[config.mk]
export PLATFORM = sky130hd
export DESIGN_NAME = adder_share_arbiter
export DESIGN_NICKNAME = d
export VERILOG_FILES = /design/src/rtl/adder_share_arbiter.sv
export SDC_FILE = /design/constraint.sdc
export NUM_CORES = 1
export LEC_CHECK = 0
export CAP_MARGIN = 20
export CELL_PAD_IN_SITES_DETAIL_PLACEMENT = 2
export CELL_PAD_IN_SITES_GLOBAL_PLACEMENT = 2
export CORE_ASPECT_RATIO = 0.7
export CORE_MARGIN = 2
export CORE_UTILIZATION = 16
export DETAILED_ROUTE_END_ITERATION = 12
export PLACE_DENSITY_LB_ADDON = 0.1
export REMOVE_ABC_BUFFERS = 1
export SKIP_CTS_REPAIR_TIMING = 1
export SYNTH_ARGS = -nofsm -noshare
export SYNTH_HDL_FRONTEND = slang
export SYNTH_SLANG_ARGS = --single-unit
[constraint.sdc]
create_clock -name clk -period 3 [get_ports clk]
set_input_delay 0.6 -clock clk [delete_from_list [all_inputs] [get_ports clk]]
set_output_delay 0.6 -clock clk [all_outputs]
set_load 0.02 [all_outputs]
[src/rtl/adder_share_arbiter.sv]
// Round-robin front end that shares one external pipelined adder among NREQ requesters.
// Define ADDER_ARB_STATS_EN to build the saturating per-requester grant counters.
module adder_share_arbiter #(
    parameter int N    = 32,
    parameter int NREQ = 4,
    parameter int LAT  = 2
) (
    input  logic               clk,
    input  logic               rst,
    input  logic [NREQ-1:0]    req_valid,
    output logic [NREQ-1:0]    req_ready,
    input  logic [NREQ*N-1:0]  req_a,
    input  logic [NREQ*N-1:0]  req_b,
    input  logic [NREQ-1:0]    req_cin,
    output logic [N-1:0]       add_a,
    output logic [N-1:0]       add_b,
    output logic               add_cin,
    input  logic [N-1:0]       add_s,
    input  logic               add_cout,
    output logic [NREQ-1:0]    resp_valid,
    output logic [N-1:0]       resp_s,
    output logic               resp_cout,
    output logic [NREQ*16-1:0] stat_grants
);
    localparam int PW = (NREQ > 1) ? $clog2(NREQ) : 1;

    logic [PW-1:0]         r_rr_ptr;
    logic [N-1:0]          r_add_a;
    logic [N-1:0]          r_add_b;
    logic                  r_add_cin;
    logic [LAT:0]          r_tag_valid;
    logic [LAT:0][PW-1:0]  r_tag_id;

    logic                  w_found;
    logic [PW-1:0]         w_gnt_id;
    logic [NREQ-1:0]       w_gnt_onehot;
    logic                  w_accept;
    logic [PW-1:0]         w_ptr_next;
    logic [N-1:0]          w_sel_a;
    logic [N-1:0]          w_sel_b;
    logic                  w_sel_cin;

    function automatic logic [PW-1:0] wrap_idx(input logic [PW-1:0] base, input int off);
        int sum;
        sum = int'(base) + off;
        if (sum >= NREQ) begin
            sum = sum - NREQ;
        end
        return PW'(sum);
    endfunction

    // First valid requester at or after the pointer, wrapping around.
    always_comb begin
        w_found  = 1'b0;
        w_gnt_id = '0;
        for (int off = 0; off < NREQ; off++) begin
            if (!w_found && req_valid[wrap_idx(r_rr_ptr, off)]) begin
                w_found  = 1'b1;
                w_gnt_id = wrap_idx(r_rr_ptr, off);
            end
        end
    end

    assign w_accept = w_found && !rst;

    always_comb begin
        w_gnt_onehot = '0;
        if (w_accept) begin
            w_gnt_onehot[w_gnt_id] = 1'b1;
        end
    end

    assign req_ready  = w_gnt_onehot;
    assign w_ptr_next = (w_gnt_id == PW'(NREQ - 1)) ? '0 : w_gnt_id + PW'(1);
    assign w_sel_a    = req_a[w_gnt_id * N +: N];
    assign w_sel_b    = req_b[w_gnt_id * N +: N];
    assign w_sel_cin  = req_cin[w_gnt_id];

    always_ff @(posedge clk) begin
        if (rst) begin
            r_rr_ptr  <= '0;
            r_add_a   <= '0;
            r_add_b   <= '0;
            r_add_cin <= 1'b0;
        end else if (w_accept) begin
            r_rr_ptr  <= w_ptr_next;
            r_add_a   <= w_sel_a;
            r_add_b   <= w_sel_b;
            r_add_cin <= w_sel_cin;
        end
    end

    assign add_a   = r_add_a;
    assign add_b   = r_add_b;
    assign add_cin = r_add_cin;

    // Stage 0 loads alongside the operand register, so the tag reaches stage LAT
    // in the same cycle the adder presents the matching sum.
    always_ff @(posedge clk) begin
        if (rst) begin
            r_tag_valid <= '0;
            r_tag_id    <= '0;
        end else begin
            r_tag_valid <= {r_tag_valid[LAT-1:0], w_accept};
            r_tag_id    <= {r_tag_id[LAT-1:0], w_gnt_id};
        end
    end

    always_comb begin
        resp_valid = '0;
        if (r_tag_valid[LAT]) begin
            resp_valid[r_tag_id[LAT]] = 1'b1;
        end
    end

    assign resp_s    = add_s;
    assign resp_cout = add_cout;

`ifdef ADDER_ARB_STATS_EN
    generate
        for (genvar gi = 0; gi < NREQ; gi++) begin : g_stat
            logic [15:0] r_cnt;
            always_ff @(posedge clk) begin
                if (rst) begin
                    r_cnt <= '0;
                end else if (w_accept && (w_gnt_id == PW'(gi)) && (r_cnt != 16'hFFFF)) begin
                    r_cnt <= r_cnt + 16'd1;
                end
            end
            assign stat_grants[gi*16 +: 16] = r_cnt;
        end
    endgenerate
`else
    assign stat_grants = '0;
`endif

endmodule

==> impl_results.md <==
* Areal power density over the cells at approximately 540 mW/mm2
* Worst-path clk slew at ~0.060 ns
* Critical path cell sequence: clkdlybuf4s50_1 -> buf_4 -> nand2b_1 -> o2111a_2 -> nor2_4 -> inv_1 -> ha_1 -> and2_1 -> buf_4
* Post-detailed-route wirelength per cell at around 22 um
* Number of hold violations in the final report at 0
* Buffer cell driving the clock tree root: clkbuf_16
* Synth top cells by count: buf_4 (102), dfxtp_1 (76), o21ai_0 (63)
* Power Internal at 3.20 mW
* Pin count of the biggest net entering global routing at 62
* Register bit total from synthesis at between 70 and 80
* Area share of the largest cell type after synthesis at about 28%
* Register-to-register setup slack at ~0.68 ns
* Largest area contributor in the synthesized netlist: dfxtp_1
* Tightest Pin Transition at 0.891 ns
* Row cnt at 56
* Fin util at between 20% and 30%
* Number of antenna violations at the first check in global routing at 5
* Height of the die at about 160 um
* Net switching power at 1.91 mW
* Fill count at 3,820
* Sort of element at the start of the critical path: input port
* Critical Path Most Common Cell: buf_4
* Predominant post-synthesis flop cell: dfxtp_1
* Chip Width at 226 um
* Most repeated cell in the gate-level netlist after synthesis: buf_4
* Buffers & Inverters on Critical Path at 4
* Endpoint, Worst Hold: r_tag_valid[2]
* Kind of end point of the critical path: primary output
* Top-Level Pins at around 470
* Clock buffer count from CTS at 9
* Fin Setup TNS at 0 ns
* Ys async rst share at 0%
* Gr ovfl total at 0
* Sequential share of power at around 26%
* Outcome: finished, final reports clean
* Post-detailed-route count of antenna-violating nets at 0
* Final setup violation count at 0
* Highest cell delay on the worst timing path at slightly below 0.5 ns
* Switching part of the total power at between 30% and 40%
* Total routed wirelength at around 32,000 um
* Number of nets in the layout at 1,285
* First-pass GRT wire length at approximately 47,000 um
* Post-route non-filler standard cell count at between 1,000 and 1,500
* Standard cell core area at 0.0337 mm2
* Routed via count divided by cell count at 4.23
* Post-synth EDFFs at 0
* Number of levels the H-tree was split into at 3
* Static Leak at 3.69 nW
* Reported max-cap violation count at 0
* Worst Hold Launch: r_tag_valid[1]
* Standard cell with the maximum stage delay on the critical path: clkdlybuf4s50_1
* Final RePlAce weighted congestion at 0.716
* Shortest period the worst path allows at between 2 and 3 ns
* Pre-Repair DR Iteration Count at 6
* Area taken by flip-flops and latches at approximately 0.0015 mm2
* Worst flop-to-flop path startpoint: r_rr_ptr[0]
* Portion of total power attributed to combinational logic at between 40 and 50%
* Type of the worst setup path: input port to primary output
* Post-detailed-route DRC marker count at 0
* Largest driver fanout on the critical path at 6
* Number of sinks driven by the clock tree at 76
* Effective utilization at floorplan at around 16%
* Slew margin rel. at between 40% and 50%
* Clock Power Share at 26.6%
* Data arrival time of the worst path at between 2 and 2.5 ns
* Growth of design area from synthesis to finish at 72.2%
* Count of cells along the worst register-to-register path at 6
* TritonCTS clock tree: done
* Distinct cells, synth at between 40 and 50
* Sequential cell area fraction in the yosys report at between 20% and 30%
* Data required time at the worst endpoint at 2.40 ns
* HP Class: flop to flop
* Via count at 6,154
* Yosys warnings at 0
* Maximum operating frequency at 344 MHz
* Cell count after synthesis at ~700
* RSZ-0062 raised after global routing: false
* Overall global routing resource usage at between 10% and 20%
* Later-pin clock latency in the skew report at approximately 0.35 ns
* Hold depth at 1
* Maximum buffer depth of the clock tree at 2
* Die Outline Area at roughly 0.036 mm2
* Cell types occupying the most area after synthesis: dfxtp_1 (28%), buf_4 (14%), a21o_1 (8.3%)
* Mapped cell area at 0.00551 mm2
* DP Wirelength at between 20,000 and 25,000 um
* Fraction of final layout cells sized beyond drive strength 1 at slightly above 7%
* Number of max-slew violations in the final report at 0
* Total placed cells including tap cells at 1,437
* Post-route clock period utilization at approximately 97%
* Kind of cell adding the most delay to the critical path: buffers and inverters
* Endpoint of the worst register-to-register path: add_a[10]
* Worst-case clock skew at about 0.0062 ns
* Avg Synthesized Cell Area at approximately 7.9 um2
* Worst vdd rail ir drop at around 0.25 mV
* Combined area of the multi-input logic cells at 0.00325 mm2
* Drt first-iter violations at around 230
* Count of port buffers added during placement at 338
* Number of global-route vias before repair at between 6,000 and 7,000
cell type report:
class                   count  area share (%)
clock inverters             4            1.00
multi-input cells         522            34.3
repair buffers            372            39.7
inverters                   4           0.158
diodes                      1          0.0264
well taps                 464            6.11
clock buffers              12            2.70
flip-flops and latches     76            16.0
layer usage:
metal  share of wire, %  wire length, um  global-route usage [%]  vias up
met1                 47            15100                    23.4     2968
met5               0.15               49                   0.134        -
met2                 42            13700                    26.0      232
met3                 10             3370                    8.75       19
met4               0.69              223                    2.77        8
li1                   -                -                       -     2927
worst register-to-register path, cell delays in order, from the launching register on:
cell and delay [ns]:
dfxtp_1 0.52, and2b_1 0.24, buf_4 0.15, o311ai_4 0.26, buf_4 0.75, a21o_1 0.18
a31oi_1 0.08
state kept, by name (all words and copies together) (netlist names):
name	cells
add_a	32
add_b	32
r_tag_id	6
r_tag_valid	3
r_rr_ptr	2
add_cin	1
cells by family (layout without fill, tap and decap cells):
logic type	after synthesis	in the layout	synth area share [%]
other cells	1	65	0.0680
fa+ha+maj	1	1	0.227
simple gates	187	187	17.7
mux	41	41	7.44
flops	76	76	27.6
buf+inv	163	392	18.7
compound gates	229	229	28.3
per-stage QoR:
step                hold slack [ns]  power (mW)  setup slack [ns]  cell area, um2
finish                        0.441        5.12            0.0898            9500
global route                  0.463        5.48           0.00800            9500
CTS                           0.452        5.24            -0.139            9470
detailed placement            0.429        3.83            -0.131            9120
global placement              0.417        3.81           -0.0937            9120
floorplan                     0.414        2.47            -0.968            4740
cells in the final DEF (no fill, tap or decap), types with 4 or more instances in the layout:
cell	n
clkdlybuf4s50_1	330
dfxtp_1	75
conb_1	64
nand3_1	62
o21ai_0	62
a21o_1	61
nand2_1	58
a31oi_1	42
mux2i_1	41
o211ai_1	33
nor2b_1	27
buf_4	25
nor2_1	12
buf_12	10
clkbuf_16	9
nand3b_1	7
a221oi_1	7
dlymetal6s2s_1	5
inv_1	4
o221ai_1	4
a211oi_1	4
worst max-delay path by stage:
| stage | endpoint | start | depth (start not counted) |
|---|---|---|---|
| floorplan | req_ready[2] | req_valid[3] | 4 |
| global placement | req_ready[2] | req_valid[0] | 6 |
| detailed placement | req_ready[2] | req_valid[0] | 6 |
| CTS | req_ready[2] | req_valid[0] | 6 |
| global route | req_ready[3] | req_valid[2] | 9 |
| finish | req_ready[3] | req_valid[2] | 9 |
power groups by stage:
stage               Clock (mW)  Sequential [mW]  Combinational (mW)
floorplan                    0             1.55               0.926
global placement             0             1.34                2.47
detailed placement           0             1.35                2.48
CTS                       1.42             1.33                2.49
global route              1.48             1.36                2.64
finish                    1.36             1.33                2.43
(Power assumes the default switching activity.)
